[config.mk]
export PLATFORM = sky130hd
export DESIGN_NAME = sysarray_stream_flat
export DESIGN_NICKNAME = d
export VERILOG_FILES = /design/src/rtl/sysarray_stream_if.sv /design/src/rtl/sysarray_stream.sv /design/src/flat_wrapper.sv
export SDC_FILE = /design/constraint.sdc
export NUM_CORES = 1
export LEC_CHECK = 0
export ABC_AREA = 1
export ABC_CLOCK_PERIOD_IN_PS = 12100
export CAP_MARGIN = 20
export CORE_MARGIN = 10
export CORE_UTILIZATION = 55
export CTS_CLUSTER_SIZE = 30
export DETAILED_ROUTE_END_ITERATION = 7
export GPL_TIMING_DRIVEN = 0
export PLACE_DENSITY = 0.74
export RECOVER_POWER = 50
export SYNTH_ARGS = -nofsm -noshare
export SYNTH_HDL_FRONTEND = slang
export SYNTH_SLANG_ARGS = --single-unit
export TNS_END_PERCENT = 1
[constraint.sdc]
create_clock -name clk -period 12.1 [get_ports clk]
set_clock_uncertainty 0.15 [all_clocks]
set_input_delay 1.815 -clock clk [delete_from_list [all_inputs] [get_ports clk]]
set_output_delay 1.815 -clock clk [all_outputs]
set_load 0.02 [all_outputs]
[src/rtl/sysarray_stream_if.sv]
// Operand-in / result-out streaming bus for sysarray_stream.
// master = operand producer and result consumer, slave = the array core.
interface sysarray_stream_if #(
  parameter int N  = 2,
  parameter int DW = 4,
  parameter int RW = 2*DW + $clog2(N) + 1
);
  localparam int RWD = $clog2(N);

  logic              in_valid;
  logic [DW-1:0]     in_data;
  logic              in_ready;
  logic              res_valid;
  logic              res_ready;
  logic [RWD-1:0]    res_row;
  logic [N*RW-1:0]   res_data;

  modport master (
    output in_valid, in_data, res_ready,
    input  in_ready, res_valid, res_row, res_data
  );

  modport slave (
    input  in_valid, in_data, res_ready,
    output in_ready, res_valid, res_row, res_data
  );
endinterface

[src/rtl/sysarray_stream.sv]
// N x N output-stationary systolic multiplier: loads A then B, runs 3N-2 compute cycles, drains C one row per handshake.
// First result row appears 3N-1 cycles after the last B word; a stalled consumer holds res_data stable in DRAIN.
module sysarray_stream #(
  parameter int N  = 2,
  parameter int DW = 4,
  parameter int RW = 2*DW + $clog2(N) + 1
) (
  input  logic clk,
  input  logic rst,
  input  logic conf,
  input  logic clear,
  output logic busy,
  output logic done,
  output logic ovf,
  sysarray_stream_if.slave io
);
  localparam int NN   = N*N;
  localparam int IW   = $clog2(NN);
  localparam int SW   = $clog2(3*N-2);
  localparam int RWD  = $clog2(N);
  localparam int PW   = 2*DW;
  localparam int LAST = 3*N-3;

  localparam logic [1:0] LOAD_A  = 2'd0;
  localparam logic [1:0] LOAD_B  = 2'd1;
  localparam logic [1:0] COMPUTE = 2'd2;
  localparam logic [1:0] DRAIN   = 2'd3;

  logic [1:0]     state;
  logic [IW-1:0]  idx;
  logic [SW-1:0]  step;
  logic [RWD-1:0] row;

  logic [DW-1:0]  op_a   [NN];
  logic [DW-1:0]  op_b   [NN];
  logic [DW-1:0]  a_pipe [N][N];
  logic [DW-1:0]  b_pipe [N][N];
  logic [RW-1:0]  acc    [N][N];

  logic [DW-1:0]  feed_a [N];
  logic [DW-1:0]  feed_b [N];
  logic [DW-1:0]  a_in   [N][N];
  logic [DW-1:0]  b_in   [N][N];
  logic [RW:0]    sum    [N][N];
  logic           carry;

  logic in_hs;
  logic res_hs;

  assign io.in_ready  = (state == LOAD_A) || (state == LOAD_B);
  assign io.res_valid = (state == DRAIN);
  assign io.res_row   = row;
  assign busy         = (state == COMPUTE);
  assign in_hs        = io.in_valid && io.in_ready;
  assign res_hs       = io.res_valid && io.res_ready;
  assign done         = res_hs && (row == RWD'(N-1)) && !clear && !rst;

  // Skewed edge feed: row i sees A[i][step-i], column j sees B[step-j][j], zero outside the window.
  always_comb begin
    for (int i = 0; i < N; i++) begin
      feed_a[i] = '0;
      feed_b[i] = '0;
      for (int k = 0; k < N; k++) begin
        if (int'(step) == i + k) begin
          feed_a[i] = op_a[i*N + k];
          feed_b[i] = op_b[k*N + i];
        end
      end
    end
  end

  for (genvar gi = 0; gi < N; gi++) begin : g_row
    for (genvar gj = 0; gj < N; gj++) begin : g_pe
      logic [PW-1:0] prod;
      if (gj == 0) begin : g_a_edge
        assign a_in[gi][gj] = feed_a[gi];
      end else begin : g_a_link
        assign a_in[gi][gj] = a_pipe[gi][gj-1];
      end
      if (gi == 0) begin : g_b_edge
        assign b_in[gi][gj] = feed_b[gj];
      end else begin : g_b_link
        assign b_in[gi][gj] = b_pipe[gi-1][gj];
      end
      assign prod         = PW'(a_in[gi][gj]) * PW'(b_in[gi][gj]);
      assign sum[gi][gj]  = {1'b0, acc[gi][gj]} + (RW+1)'(prod);
    end
  end

  always_comb begin
    carry = 1'b0;
    for (int i = 0; i < N; i++)
      for (int j = 0; j < N; j++)
        carry = carry | sum[i][j][RW];
  end

  always_comb begin
    io.res_data = '0;
    for (int j = 0; j < N; j++)
      io.res_data[j*RW +: RW] = acc[row][j];
  end

  always_ff @(posedge clk) begin
    if (rst) begin
      state <= LOAD_A;
      idx   <= '0;
      step  <= '0;
      row   <= '0;
      ovf   <= 1'b0;
      for (int k = 0; k < NN; k++) begin
        op_a[k] <= '0;
        op_b[k] <= '0;
      end
      for (int i = 0; i < N; i++)
        for (int j = 0; j < N; j++) begin
          acc[i][j]    <= '0;
          a_pipe[i][j] <= '0;
          b_pipe[i][j] <= '0;
        end
    end else if (clear) begin
      state <= LOAD_A;
      idx   <= '0;
      step  <= '0;
      row   <= '0;
      ovf   <= 1'b0;
      for (int i = 0; i < N; i++)
        for (int j = 0; j < N; j++) begin
          acc[i][j]    <= '0;
          a_pipe[i][j] <= '0;
          b_pipe[i][j] <= '0;
        end
    end else begin
      case (state)
        LOAD_A: if (in_hs) begin
          op_a[idx] <= io.in_data;
          if (idx == IW'(NN-1)) begin
            idx   <= '0;
            state <= LOAD_B;
            // Overwrite mode starts from zero; accumulate mode keeps the previous C.
            if (!conf)
              for (int i = 0; i < N; i++)
                for (int j = 0; j < N; j++)
                  acc[i][j] <= '0;
          end else begin
            idx <= idx + IW'(1);
          end
        end
        LOAD_B: if (in_hs) begin
          op_b[idx] <= io.in_data;
          if (idx == IW'(NN-1)) begin
            idx   <= '0;
            step  <= '0;
            state <= COMPUTE;
            for (int i = 0; i < N; i++)
              for (int j = 0; j < N; j++) begin
                a_pipe[i][j] <= '0;
                b_pipe[i][j] <= '0;
              end
          end else begin
            idx <= idx + IW'(1);
          end
        end
        COMPUTE: begin
          for (int i = 0; i < N; i++)
            for (int j = 0; j < N; j++) begin
              acc[i][j]    <= sum[i][j][RW-1:0];
              a_pipe[i][j] <= a_in[i][j];
              b_pipe[i][j] <= b_in[i][j];
            end
          if (carry)
            ovf <= 1'b1;
          if (step == SW'(LAST)) begin
            state <= DRAIN;
            row   <= '0;
          end else begin
            step <= step + SW'(1);
          end
        end
        default: if (res_hs) begin
          if (row == RWD'(N-1)) begin
            row   <= '0;
            state <= LOAD_A;
          end else begin
            row <= row + RWD'(1);
          end
        end
      endcase
    end
  end
endmodule

[src/flat_wrapper.sv]
// flat-port wrapper written by rule: the top's interface ports become plain ports
module sysarray_stream_flat 
#(
  parameter int N  = 2,
  parameter int DW = 4,
  parameter int RW = 2*DW + $clog2(N) + 1
)
  (clk, rst, conf, clear, busy, done, ovf, io_in_valid, io_in_data, io_res_ready, io_in_ready, io_res_valid, io_res_row, io_res_data);
  sysarray_stream_if #(.N(N), .DW(DW), .RW(RW)) io_i ();
  input  logic clk;
  input  logic rst;
  input  logic conf;
  input  logic clear;
  output logic busy;
  output logic done;
  output logic ovf;
  input wire logic [$bits(io_i.in_valid)-1:0] io_in_valid;
  input wire logic [$bits(io_i.in_data)-1:0] io_in_data;
  input wire logic [$bits(io_i.res_ready)-1:0] io_res_ready;
  output wire logic [$bits(io_i.in_ready)-1:0] io_in_ready;
  output wire logic [$bits(io_i.res_valid)-1:0] io_res_valid;
  output wire logic [$bits(io_i.res_row)-1:0] io_res_row;
  output wire logic [$bits(io_i.res_data)-1:0] io_res_data;
  assign io_i.in_valid = io_in_valid;
  assign io_i.in_data = io_in_data;
  assign io_i.res_ready = io_res_ready;
  assign io_in_ready = io_i.in_ready;
  assign io_res_valid = io_i.res_valid;
  assign io_res_row = io_i.res_row;
  assign io_res_data = io_i.res_data;
  sysarray_stream #(.N(N), .DW(DW), .RW(RW)) u_core (.clk(clk), .rst(rst), .conf(conf), .clear(clear), .busy(busy), .done(done), .ovf(ovf), .io(io_i));
endmodule
Yosys cells after proc, flatten, opt, wreduce, memory -nomap -nowiden
Memory sizes are Yosys's and may differ from the RTL's. A register that Yosys moved wholly into a read port is not among the register bits.
Cells that the tools add are included.
{"block": "op_classes", "reduce_logical": 23, "bitwise_logic": 40, "n_mux": 100, "eq_ne": 13, "add_sub_neg": 7, "mul": 4}
{"cell": "4-bit 2-to-1 mux", "n": 34}
{"cell": "10-bit 2-to-1 mux", "n": 12}
{"cell": "10-bit by 8-bit adder with 11-bit output", "n": 4}
{"cell": "1-bit OR", "n": 39}
{"cell": "1-bit 2-to-1 mux", "n": 38}
{"cell": "4-bit by 4-bit multiplier with 8-bit output", "n": 4}
{"cell": "2-bit 2-to-1 mux", "n": 13}
{"cell": "2-bit == test, second input constant", "n": 6}
{"cell": "4-bit nonzero test", "n": 2}
{"cell": "4-bit OR reduction", "n": 2}
{"cell": "7-bit AND reduction", "n": 1}
{"cell": "2-bit by 1-bit != test with 1-bit output, second input constant", "n": 3}
{"cell": "2-bit != test, second input constant", "n": 3}
{"cell": "2-bit case mux with 3 select lines", "n": 1}
{"cell": "1-bit logical AND", "n": 5}
{"cell": "2-bit by 1-bit adder with 2-bit output, second input constant", "n": 2}
{"cell": "2-bit logical NOT", "n": 2}
{"cell": "2-bit case mux with 2 select lines", "n": 1}
{"cell": "2-bit AND reduction", "n": 2}
{"cell": "4-bit AND reduction", "n": 1}
{"cell": "2-bit nonzero test", "n": 2}
{"cell": "2-bit OR reduction", "n": 2}
{"cell": "3-bit AND reduction", "n": 1}
{"cell": "2-bit by 1-bit == test with 1-bit output, second input constant", "n": 1}
{"cell": "other kinds (5)", "n": 6}
{"block": "word_totals", "output_inout_bits": 26, "mem_count": 5, "register_bits": 8, "word_cells": 197, "input_bits": 10, "mem_bits_rw": 104}
{"name": "u_core.acc", "depth": 2, "width": 20, "rd": 3, "rd_clocked_by_memory_dff": 1, "wr": 2, "line_no": "sysarray_stream.sv:38", "source": "logic [RW-1:0] acc [N][N];"}
{"name": "u_core.a_pipe", "depth": 2, "width": 8, "rd": 2, "rd_clocked_by_memory_dff": 0, "wr": 2, "line_no": "sysarray_stream.sv:36", "source": "logic [DW-1:0] a_pipe [N][N];"}
{"name": "u_core.b_pipe", "depth": 2, "width": 8, "rd": 1, "rd_clocked_by_memory_dff": 0, "wr": 2, "line_no": "sysarray_stream.sv:37", "source": "logic [DW-1:0] b_pipe [N][N];"}
{"name": "u_core.op_a", "depth": 4, "width": 4, "rd": 4, "rd_clocked_by_memory_dff": 0, "wr": 4, "line_no": "sysarray_stream.sv:34", "source": "logic [DW-1:0] op_a [NN];"}
{"name": "u_core.op_b", "depth": 4, "width": 4, "rd": 4, "rd_clocked_by_memory_dff": 0, "wr": 4, "line_no": "sysarray_stream.sv:35", "source": "logic [DW-1:0] op_b [NN];"}

Logic depth before layout (Yosys ltp)
{"block": "logic_depth", "depth_word": 10, "mapped_depth": 26}

Worst setup path after synthesis
OpenSTA, ideal clock, no wires.
{"block": "synth_timing", "path_type": "register -> register", "from": "register u_core.step[0]", "to": "memory u_core.acc[0][7] (netlist name), data pin", "synth_period_minus_slack_ns": 4.552, "slack_ns": 7.548, "stages_incl_launch_ff": 20, "setup_time_ns": 0.253, "arrival_time_ns": 4.150, "path_cell_list": "dfxtp_1 > inv_1 > ha_1 > clkbuf_1 > nor2_1 > a22oi_1 > or2_2 > fa_1 > fa_1 > fa_1 > inv_1 > ha_1 > nand2_1 > inv_1 > o21ai_0 > nand2_1 > a21oi_1 > nand2_1 > nand2_1 > nor2_1"}
{"item": "start: declaration", "line_no": "sysarray_stream.sv:31", "source": "logic [SW-1:0] step;"}
{"item": "start signal: assignment", "line_no": "sysarray_stream.sv:176", "source": "step <= step + SW'(1);"}
{"item": "end: declaration", "line_no": "sysarray_stream.sv:38"}

Final worst setup path
{"block": "layout_timing", "from": "input port rst", "to": "output port done"}
{"block": "layout_between", "elab_chain_cells": 2}
{"item": "start: declaration", "line_no": "flat_wrapper.sv:11", "source": "input logic rst;"}
{"item": "1-bit logical NOT", "line_no": "sysarray_stream.sv:56", "source": "assign done = res_hs && (row == RWD'(N-1)) && !clear && !rst;"}
{"item": "1-bit logical AND", "line_no": "sysarray_stream.sv:56"}
{"item": "end: declaration", "line_no": "flat_wrapper.sv:15", "source": "output logic done;"}
Every way passes these cells.

==> impl_results.md <==
- Cell accounting for the most synthesized area: edfxtp_1
- Final setup viols: 0
- Seq/Total Area, Yosys: 35.1%
- Initial antenna violation count: 0
- Synth Register Bits: 97
- Sw Ratio: 26.0%
- Crit-path most repeated cell: nor2_1
- Combinational share of power: 8.9%
- Total CTS buffers: 9
- Tot GR Track Use: 18.8%
- VDD IR max: 76.8 µV
- Reg clk slew, reported paths: 0.08 ns
- Row count: 42
- Initial core utilization: 56.5%
- Post-CTS Setup Inserts: 0
- Syn avg cell area: 8.23 µm²
- Root buffer cell: clkbuf_16
- Max Fclk: 153 MHz
- Worst path slowest cell: nor2_1
- Antenna diode count: 0
- Antenna Nets Post-Route: 0
- Flop pwr share: 49.6%
- Worst Tran Pin Value: 1.01 ns
- Hold Worst Slack: 0.314 ns
- First-pass GRT wire length: 28000 µm
- Post-synthesis cell area: 7520 µm²
- Total of max-cap violations: 0
- Routed len/inst: 14.5 µm
- Wirelength, routed: 16500 µm
- Status: finished, final reports clean
- CP Max Fanout: 8
- Hold_buf cts: 0
- Top cells by area, synth: edfxtp_1 (28%), ha_1 (13%), inv_1 (9.7%)
- EDFF count, synth: 70
- HP Class: flop to flop
- Residual DRC count: 0
- Skew-Pair Late Insertion Delay: 0.36 ns
- Most common cell in the netlist: inv_1
- Core Footprint: 13300 µm²
- Post-Syn Instances: 914
- Vias per cell: 5.21
- GPL Wtd Cong: 0.887
- # IOs: 36
- Post-synth top area share: 28.0%
- Vias: 5941
- Worst path cell trace: dlygate4sd3_1 > nor2_1 > clkinvlp_2 > nor2_1 > clkdlybuf4s50_1
- CTS Buffer Depth: 2
- Clock sink count: 97
- Iter 0 DRT Violations: 369
- Final net count: 1087
- Syn Nets: 1041
- RSZ-0062 raised after global routing: false
- Setup TNS: 0 ns
- Ys async rst share: 0%
- Number of global-route vias before repair: 5806
- Die H: 137 µm
- Cell leakage power: 4.16 nW
- Part of the cycle the worst path needs: 54.1%
- Area delta synth->final: 11.3%
- Share of post-route cells with drive strength above 1: 4.66%
- Max_slew headroom: 32.3%
- H-tree lvl count: 3
- GR Overflow Total: 0
- Most frequent cells after synthesis: inv_1 (194), nand2_1 (161), nor2_1 (123)
- Final hold viol count: 0
- Top_reg_cell synth: edfxtp_1
- Total power: 0.000751 W
- Tmin final: 6.54 ns
- TritonCTS clock tree: done
- Port Buffers: 35
- Die area: 18700 µm²
- Fin. max-slew vios: 0
- Distinct cells, synth: 41
- Hpwl dp: 13100 µm
- Req. time, crit path: 10.14 ns
- Pwr/cell area: 89.8 nW/µm²
- Sw Pwr: 0.000195 W
- Drt pass-1 iters: 5
- Chip width: 137 µm
- Clock share of power: 41.5%
- Critical path arrival: 4.58 ns
- Setup CP Type: input port to output port
- Slowest stage delay, CP: 0.65 ns
- Worst Setup End Kind: output port
- Yosys warnings: 0
- Int Pwr: 0.000556 W
- Largest net degree at the start of global routing: 21
- Post-cts sizing count: 0
- CP Launch Type: input port
-- cells in the final DEF, fill, tap and decap left out, types with 3 or more instances in the layout --
| cell type | n |
|---|---|
| inv_1 | 195 |
| nand2_1 | 161 |
| nor2_1 | 127 |
| ha_1 | 81 |
| edfxtp_1 | 70 |
| a21oi_1 | 43 |
| fa_1 | 36 |
| o21ai_0 | 34 |
| nand3_1 | 32 |
| clkdlybuf4s50_1 | 30 |
| dfxtp_1 | 27 |
| a22oi_1 | 16 |
| nand4_1 | 13 |
| clkbuf_1 | 11 |
| or2_2 | 11 |
| o22ai_1 | 9 |
| clkbuf_16 | 9 |
| mux2_2 | 6 |
| a31oi_1 | 5 |
| dlygate4sd3_1 | 5 |
| nand3b_1 | 3 |
| o21bai_1 | 3 |
| o21a_1 | 3 |
| a21o_1 | 3 |
-- power by group through the flow --
| stage | registers, W | clock network (W) | logic (W) |
|---|---|---|---|
| final | 0.000373 | 0.000312 | 0.0000671 |
| after global routing | 0.000374 | 0.000329 | 0.0000770 |
| after CTS | 0.000373 | 0.000318 | 0.0000684 |
| after detailed placement | 0.000380 | 0 | 0.0000683 |
| after global placement | 0.000380 | 0 | 0.0000662 |
| after floorplan | 0.000377 | 0 | 0.0000476 |
-- layer usage --
metal  track usage, %  wire length (µm)
met4             6.38               306
met5                0                 0
met2             31.5              7950
met3             3.23               884
met1             23.9              7360
-- worst max-delay path: cells and delay by family --
family / cells / cell delay (ns)
AND/OR/NAND/NOR: 2 / 0.85
buffers and inverters: 3 / 1.90
-- layout make-up --
| type | instances | area [µm²] |
|---|---|---|
| inverters | 200 | 754 |
| clock inverters | 7 | 93.8 |
| fillers | 1177 | 4930 |
| well taps | 176 | 220 |
| multi-input cells | 604 | 4030 |
| plain buffers | 13 | 53.8 |
| clock buffers | 9 | 225 |
| flip-flops and latches | 97 | 2640 |
| repair buffers | 35 | 350 |
-- sequential cells by signal (all words and copies together), names as in the netlist, named ones only --
register and count:
u_core.a_pipe 8, u_core.acc 40, u_core.b_pipe 8, u_core.idx 2, u_core.io.res_row 1, u_core.op_a 16
u_core.op_b 16, u_core.ovf 1, u_core.state 2, u_core.step 2
-- through the flow --
step	utilization (%)	setup slack, ns	cells	instance area [µm²]
final	62.9	5.56	1141	8370
after global routing	62.9	5.46	1141	8370
after CTS	63.2	6.54	1141	8410
after detailed placement	60.8	6.54	1125	8090
after global placement	60.8	6.56	1125	8090
after floorplan	-	7.55	914	7520
-- path summary, 6_finish.rpt --
check                                    start                to  slack (ns)  depth (start not counted)
worst max-delay path                       rst              done        5.56                          5
worst min-delay path                u_core.ovf        u_core.ovf        0.31                          2
worst max register to register  u_core.step[0]  u_core.acc[0][7]        7.06                         19
worst min register to register      u_core.ovf        u_core.ovf        0.31                          2
-- logic make-up (layout without fill, tap and decap cells) --
family                     count (synthesis)  in the layout  share of synthesized area, %
and+or+nand+nor                          353            353                          19.9
buffers and inverters                    213            264                          10.9
AOI/OAI and AO/OA                        128            128                          10.1
adders and majority gates                117            117                          23.1
DFF                                       97             97                          35.1
muxes                                      6              6                         0.899
Note: power is estimated with default switching activity, not from simulation.
==> variant 1: new RTL, config.mk and constraints unchanged <==
`N` is set to 2 in 3 places; all go to 4. Comments in the files are not updated.
--- a/src/rtl/sysarray_stream_if.sv
+++ b/src/rtl/sysarray_stream_if.sv
@@ -1,7 +1,7 @@
 // Operand-in / result-out streaming bus for sysarray_stream.
 // master = operand producer and result consumer, slave = the array core.
 interface sysarray_stream_if #(
-  parameter int N  = 2,
+  parameter int N  = 4,
   parameter int DW = 4,
   parameter int RW = 2*DW + $clog2(N) + 1
 );
--- a/src/rtl/sysarray_stream.sv
+++ b/src/rtl/sysarray_stream.sv
@@ -1,7 +1,7 @@
 // N x N output-stationary systolic multiplier: loads A then B, runs 3N-2 compute cycles, drains C one row per handshake.
 // First result row appears 3N-1 cycles after the last B word; a stalled consumer holds res_data stable in DRAIN.
 module sysarray_stream #(
-  parameter int N  = 2,
+  parameter int N  = 4,
   parameter int DW = 4,
   parameter int RW = 2*DW + $clog2(N) + 1
 ) (
--- a/src/flat_wrapper.sv
+++ b/src/flat_wrapper.sv
@@ -1,7 +1,7 @@
 // flat-port wrapper written by rule: the top's interface ports become plain ports
 module sysarray_stream_flat 
 #(
-  parameter int N  = 2,
+  parameter int N  = 4,
   parameter int DW = 4,
   parameter int RW = 2*DW + $clog2(N) + 1
 )
Ports: changed (resized io_res_data and io_res_row); port bits go from 36 to 61. The function was not compared with the original's and may differ.
==> variant 1 against the original RTL <==
- combinational power increased to 3.4 times the old value
- maximum frequency rose by 14%
- critical path type unchanged
- cell count grew to 4.0 times the old value
- routed wire length rose to 5.1 times the old value
- sequential cell count increased by 318
- cell area increased to 4.1 times the old value
- worst setup slack better by 0.83 ns
- non-clock buffer count is 102 higher
- power rose to 4.4 times the old value
- die area rose to 3.5 times the old value
- worst hold slack lost 0.0083 ns
- area after synthesis rose to 4.1 times the old value
==> variant 1: results (changes against the original RTL) <==
<table>
<tr><th>Metric</th><th>Value</th></tr>
<tr><th colspan="2">Logic synthesis</th></tr>
<tr><td>Number of nets produced by synthesis</td><td>4163 (+300%)</td></tr>
<tr><td>Number of enable flip-flop cells after synthesis</td><td>381 (+440%)</td></tr>
<tr><td>Cell variety after synth</td><td>50 (+22%)</td></tr>
<tr><td>Share of synthesized area occupied by flip-flops and latches</td><td>39.00% (+3.8 points)</td></tr>
<tr><th colspan="2">Outcome</th></tr>
<tr><td>Outcome</td><td>completed</td></tr>
<tr><th colspan="2">Power and ir drop</th></tr>
<tr><td>Worst-case vdd ir drop</td><td>0.1176 mV (+53%)</td></tr>
<tr><td>Internal power</td><td>2.505 mW (+350%)</td></tr>
<tr><td>Standby leakage power</td><td>16.33 nW (+290%)</td></tr>
<tr><th colspan="2">CTS</th></tr>
<tr><td>H-Tree Level Count</td><td>2 (-1)</td></tr>
<tr><td>Clock transition at the register clock pins on the worst setup and hold paths after CTS</td><td>0.06 ns (-0.02 ns)</td></tr>
<tr><td>Total CTS buffers</td><td>48 (+39)</td></tr>
<tr><th colspan="2">Setup path</th></tr>
<tr><td>Number of cell instances on the worst register-to-register path</td><td>25 (+6)</td></tr>
<tr><td>Largest fanout on the critical path</td><td>10 (+2)</td></tr>
<tr><th colspan="2">Place</th></tr>
<tr><td>I/O Buffers</td><td>60 (+71%)</td></tr>
<tr><td>Cell total after placement</td><td>4527 (+300%)</td></tr>
<tr><td>Post-detailed-placement cell area</td><td>32730 sq um (+300%)</td></tr>
<tr><td>Detailed placer's ending HPWL</td><td>65.55 mm (+400%)</td></tr>
<tr><td>Worst setup slack before clock tree synthesis</td><td>6.472 ns (-0.07046 ns)</td></tr>
<tr><th colspan="2">Layout</th></tr>
<tr><td>Layout cell share with drive strength beyond 1</td><td>3.886% (-0.78 points)</td></tr>
<tr><td>Net count of the finished layout</td><td>4276 (+290%)</td></tr>
<tr><td>Final instance count without filler cells</td><td>4616 (+300%)</td></tr>
<tr><td>Fillcell total</td><td>4973 (+320%)</td></tr>
<tr><th colspan="2">Global route</th></tr>
<tr><td>Largest net degree at the start of global routing</td><td>67 (+220%)</td></tr>
<tr><td>Total global-route track usage</td><td>24.99% (+6.2 points)</td></tr>
<tr><td>Global-route wire length before repair</td><td>130.9 mm (+370%)</td></tr>
<tr><th colspan="2">Route</th></tr>
<tr><td>Total via count in the routed design</td><td>25060 (+320%)</td></tr>
<tr><th colspan="2">STA</th></tr>
<tr><td>Worst slew margin relative to its limit</td><td>21.05% (-11 points)</td></tr>
</table>
[variant 1: cells by family after synthesis]
group	Yosys count	synth area share, %
AND/OR/NAND/NOR	1326	17.08
buffers and inverters	868	10.67
AO/OA/AOI/OAI	647	11.67
adder cells (fa/ha/maj)	445	21.39
flip-flops	415	39.00
XOR/XNOR	7	0.1972
[variant 1: cell type report]
cell class	count	share of cell area (%)
Tap cell	756	2.766
Clock inverter	26	0.7061
Timing Repair Buffer	63	1.928
Sequential cell	415	35.44
Buffer	87	1.083
Inverter	781	8.576
Clock buffer	63	3.765
Multi-Input combinational cell	2425	45.73
[variant 1: worst max-delay path, cell delays in order]
cell	delay (ns)
sky130_fd_sc_hd__dlygate4sd3_1	0.55
sky130_fd_sc_hd__nor2_1	0.16
sky130_fd_sc_hd__clkbuf_1	0.40
sky130_fd_sc_hd__nand2_1	0.10
sky130_fd_sc_hd__nor2_1	0.11
sky130_fd_sc_hd__clkdlybuf4s50_1	0.62
[variant 1: worst paths after layout]
path                                   to  slack, ns
setup reg to reg  u_core.ovf$_SDFFE_PP0P_       6.66
hold / removal    u_core.ovf$_SDFFE_PP0P_       0.31
hold reg to reg   u_core.ovf$_SDFFE_PP0P_       0.31
setup / recovery                     done       6.38
[variant 1: power groups by stage]
stage / combinational, mW / sequential [mW] / clock, mW
finish: 0.229 / 1.66 / 1.45
global route: 0.259 / 1.66 / 1.51
CTS: 0.229 / 1.66 / 1.45
detailed placement: 0.226 / 1.69 / 0
global placement: 0.217 / 1.69 / 0
floorplan: 0.159 / 1.67 / 0
[variant 1: routing by layer]
metal / global-route usage (%) / wire, microns
met5: 0 / 0
met4: 12.12 / 4279
met3: 3.677 / 6614
met2: 40.56 / 38590
met1: 32.48 / 34490
==> variant 2: new RTL, config.mk and constraints unchanged <==
Without the edit above. Register the output `ovf` once more, cleared by the reset; this adds one clock of latency there. The other outputs are not delayed to match.
--- a/src/rtl/sysarray_stream.sv
+++ b/src/rtl/sysarray_stream.sv
@@ -26,6 +26,8 @@
   localparam logic [1:0] COMPUTE = 2'd2;
   localparam logic [1:0] DRAIN   = 2'd3;
 
+  logic ovf_s0;
+
   logic [1:0]     state;
   logic [IW-1:0]  idx;
   logic [SW-1:0]  step;
@@ -106,7 +108,7 @@
       idx   <= '0;
       step  <= '0;
       row   <= '0;
-      ovf   <= 1'b0;
+      ovf_s0 <= 1'b0;
       for (int k = 0; k < NN; k++) begin
         op_a[k] <= '0;
         op_b[k] <= '0;
@@ -122,7 +124,7 @@
       idx   <= '0;
       step  <= '0;
       row   <= '0;
-      ovf   <= 1'b0;
+      ovf_s0 <= 1'b0;
       for (int i = 0; i < N; i++)
         for (int j = 0; j < N; j++) begin
           acc[i][j]    <= '0;
@@ -168,7 +170,7 @@
               b_pipe[i][j] <= b_in[i][j];
             end
           if (carry)
-            ovf <= 1'b1;
+            ovf_s0 <= 1'b1;
           if (step == SW'(LAST)) begin
             state <= DRAIN;
             row   <= '0;
@@ -187,5 +189,13 @@
       endcase
     end
   end
+  always_ff @(posedge clk) begin
+    if (rst) begin
+      ovf <= '0;
+    end else begin
+      ovf <= ovf_s0;
+    end
+  end
+
 endmodule
 
Function: same outputs for any inputs over 10 cycles, from zero or initial values and one cycle with rst high; that may be too few to reach the edited logic, so the function may still have changed.
==> variant 2 against the original RTL <==
- worst setup slack gained 0.42 ns
- routed wire length hardly changed
- power is 4.5% lower
- critical path depth stayed put
- area after synthesis increased by 0.53%
- cell area shrank 0.13%
- clock power shrank 9.6%
- sequential cell count is 1 higher
- cell count is 0.53% higher
- combinational power decreased by 10%
- largest cell class unchanged
==> variant 2: results (changes against the original RTL) <==
<table>
<tr><th>Metric</th><th>Value</th></tr>
<tr><th colspan="2">Logic synthesis</th></tr>
<tr><td>Mean instance size in the synthesized netlist</td><td>8.216 sq um (-0.12%)</td></tr>
<tr><td>Share of synthesized area occupied by flip-flops and latches</td><td>35.23% (+0.079 points)</td></tr>
<tr><td>Cell types with the largest area share after synthesis</td><td>sky130_fd_sc_hd__edfxtp_1 (28%), sky130_fd_sc_hd__ha_1 (13%), sky130_fd_sc_hd__inv_1 (10%)</td></tr>
<tr><td>Number of nets produced by synthesis</td><td>1047 (+0.58%)</td></tr>
<tr><th colspan="2">Route</th></tr>
<tr><td>DR WL met2</td><td>7.953 mm (about the same)</td></tr>
<tr><th colspan="2">Global route</th></tr>
<tr><td>Met1 Use GR</td><td>23.74% (-0.19 points)</td></tr>
<tr><td>Met3 capacity usage during global routing</td><td>2.440% (-0.79 points)</td></tr>
<tr><td>Via count of the first global-routing pass</td><td>5576 (-4.0%)</td></tr>
<tr><td>Global-route wire length before repair</td><td>26.92 mm (-3.7%)</td></tr>
<tr><th colspan="2">Place</th></tr>
<tr><td>Final RePlAce weighted congestion</td><td>0.8850 (-0.27%)</td></tr>
<tr><th colspan="2">Layout</th></tr>
<tr><td>Fillcell total</td><td>1210 (+2.8%)</td></tr>
<tr><td>Storage element area</td><td>2663 sq um (+0.76%)</td></tr>
<tr><td>Share of cell area taken by multi-input logic gates</td><td>47.85% (-0.26 points)</td></tr>
<tr><td>Multi-input comb cells</td><td>601 (-0.50%)</td></tr>
<tr><td>Final instance count without filler cells</td><td>1147 (+0.53%)</td></tr>
<tr><td>Relative area of non-clock buffer cells in the final design</td><td>4.763% (-0.068 points)</td></tr>
<tr><td>Layout sequential cell count</td><td>98 (+1.0%)</td></tr>
<tr><td>Non-Clock Buffer Count</td><td>47 (-2.1%)</td></tr>
<tr><th colspan="2">Worst hold path</th></tr>
<tr><td>Hold Path End</td><td>u_core.ovf$_SDFF_PP0_</td></tr>
<tr><td>Worst Hold Launch</td><td>u_core.ovf_s0$_SDFFE_PP0P_</td></tr>
<tr><th colspan="2">Setup path</th></tr>
<tr><td>Number of cell instances on the worst register-to-register path</td><td>16 (-3)</td></tr>
<tr><td>Critical path's slowest cell</td><td>sky130_fd_sc_hd__dlygate4sd3_1</td></tr>
<tr><th colspan="2">Outcome</th></tr>
<tr><td>Outcome</td><td>completed</td></tr>
<tr><th colspan="2">Power and ir drop</th></tr>
<tr><td>Sequential power share</td><td>52.3% (+2.7 points)</td></tr>
<tr><td>Internal power</td><td>0.5325 mW (-4.2%)</td></tr>
<tr><td>Combinational power</td><td>0.0604 mW (-10%)</td></tr>
<tr><th colspan="2">STA</th></tr>
<tr><td>Actual slew at the worst max-slew pin</td><td>0.9923 ns (-0.02094 ns)</td></tr>
</table>
variant 2: cell types whose count changed in the layout (fill, tap and decap cells not counted), moves of 5 or more:
cell,before,now
sky130_fd_sc_hd__inv_1,195,205
sky130_fd_sc_hd__nand2_1,161,154
sky130_fd_sc_hd__a21oi_1,43,49
sky130_fd_sc_hd__nand4_1,13,8
sky130_fd_sc_hd__nor3_1,1,6
variant 2: through the flow:
step	setup WS (ns)	hold slack, ns	cell area, sq um
6_report	5.984	0.2796	8354
5_1_grt	5.872	0.3074	8354
4_1_cts	6.639	0.2875	8417
3_5_place_dp	6.638	0.2743	8129
3_3_place_gp	6.621	0.2715	8129
2_1_floorplan	7.702	0.2531	7559
variant 2: kinds of logic after synthesis:
| kind of cell | share of synthesized area [%] |
|---|---|
| AO/OA/AOI/OAI | 10.53 |
| AND/OR/NAND/NOR | 19.09 |
| adder cells (fa/ha/maj) | 22.94 |
| flip-flops | 35.23 |
| multiplexers | 0.8938 |
| buffers and inverters | 11.32 |
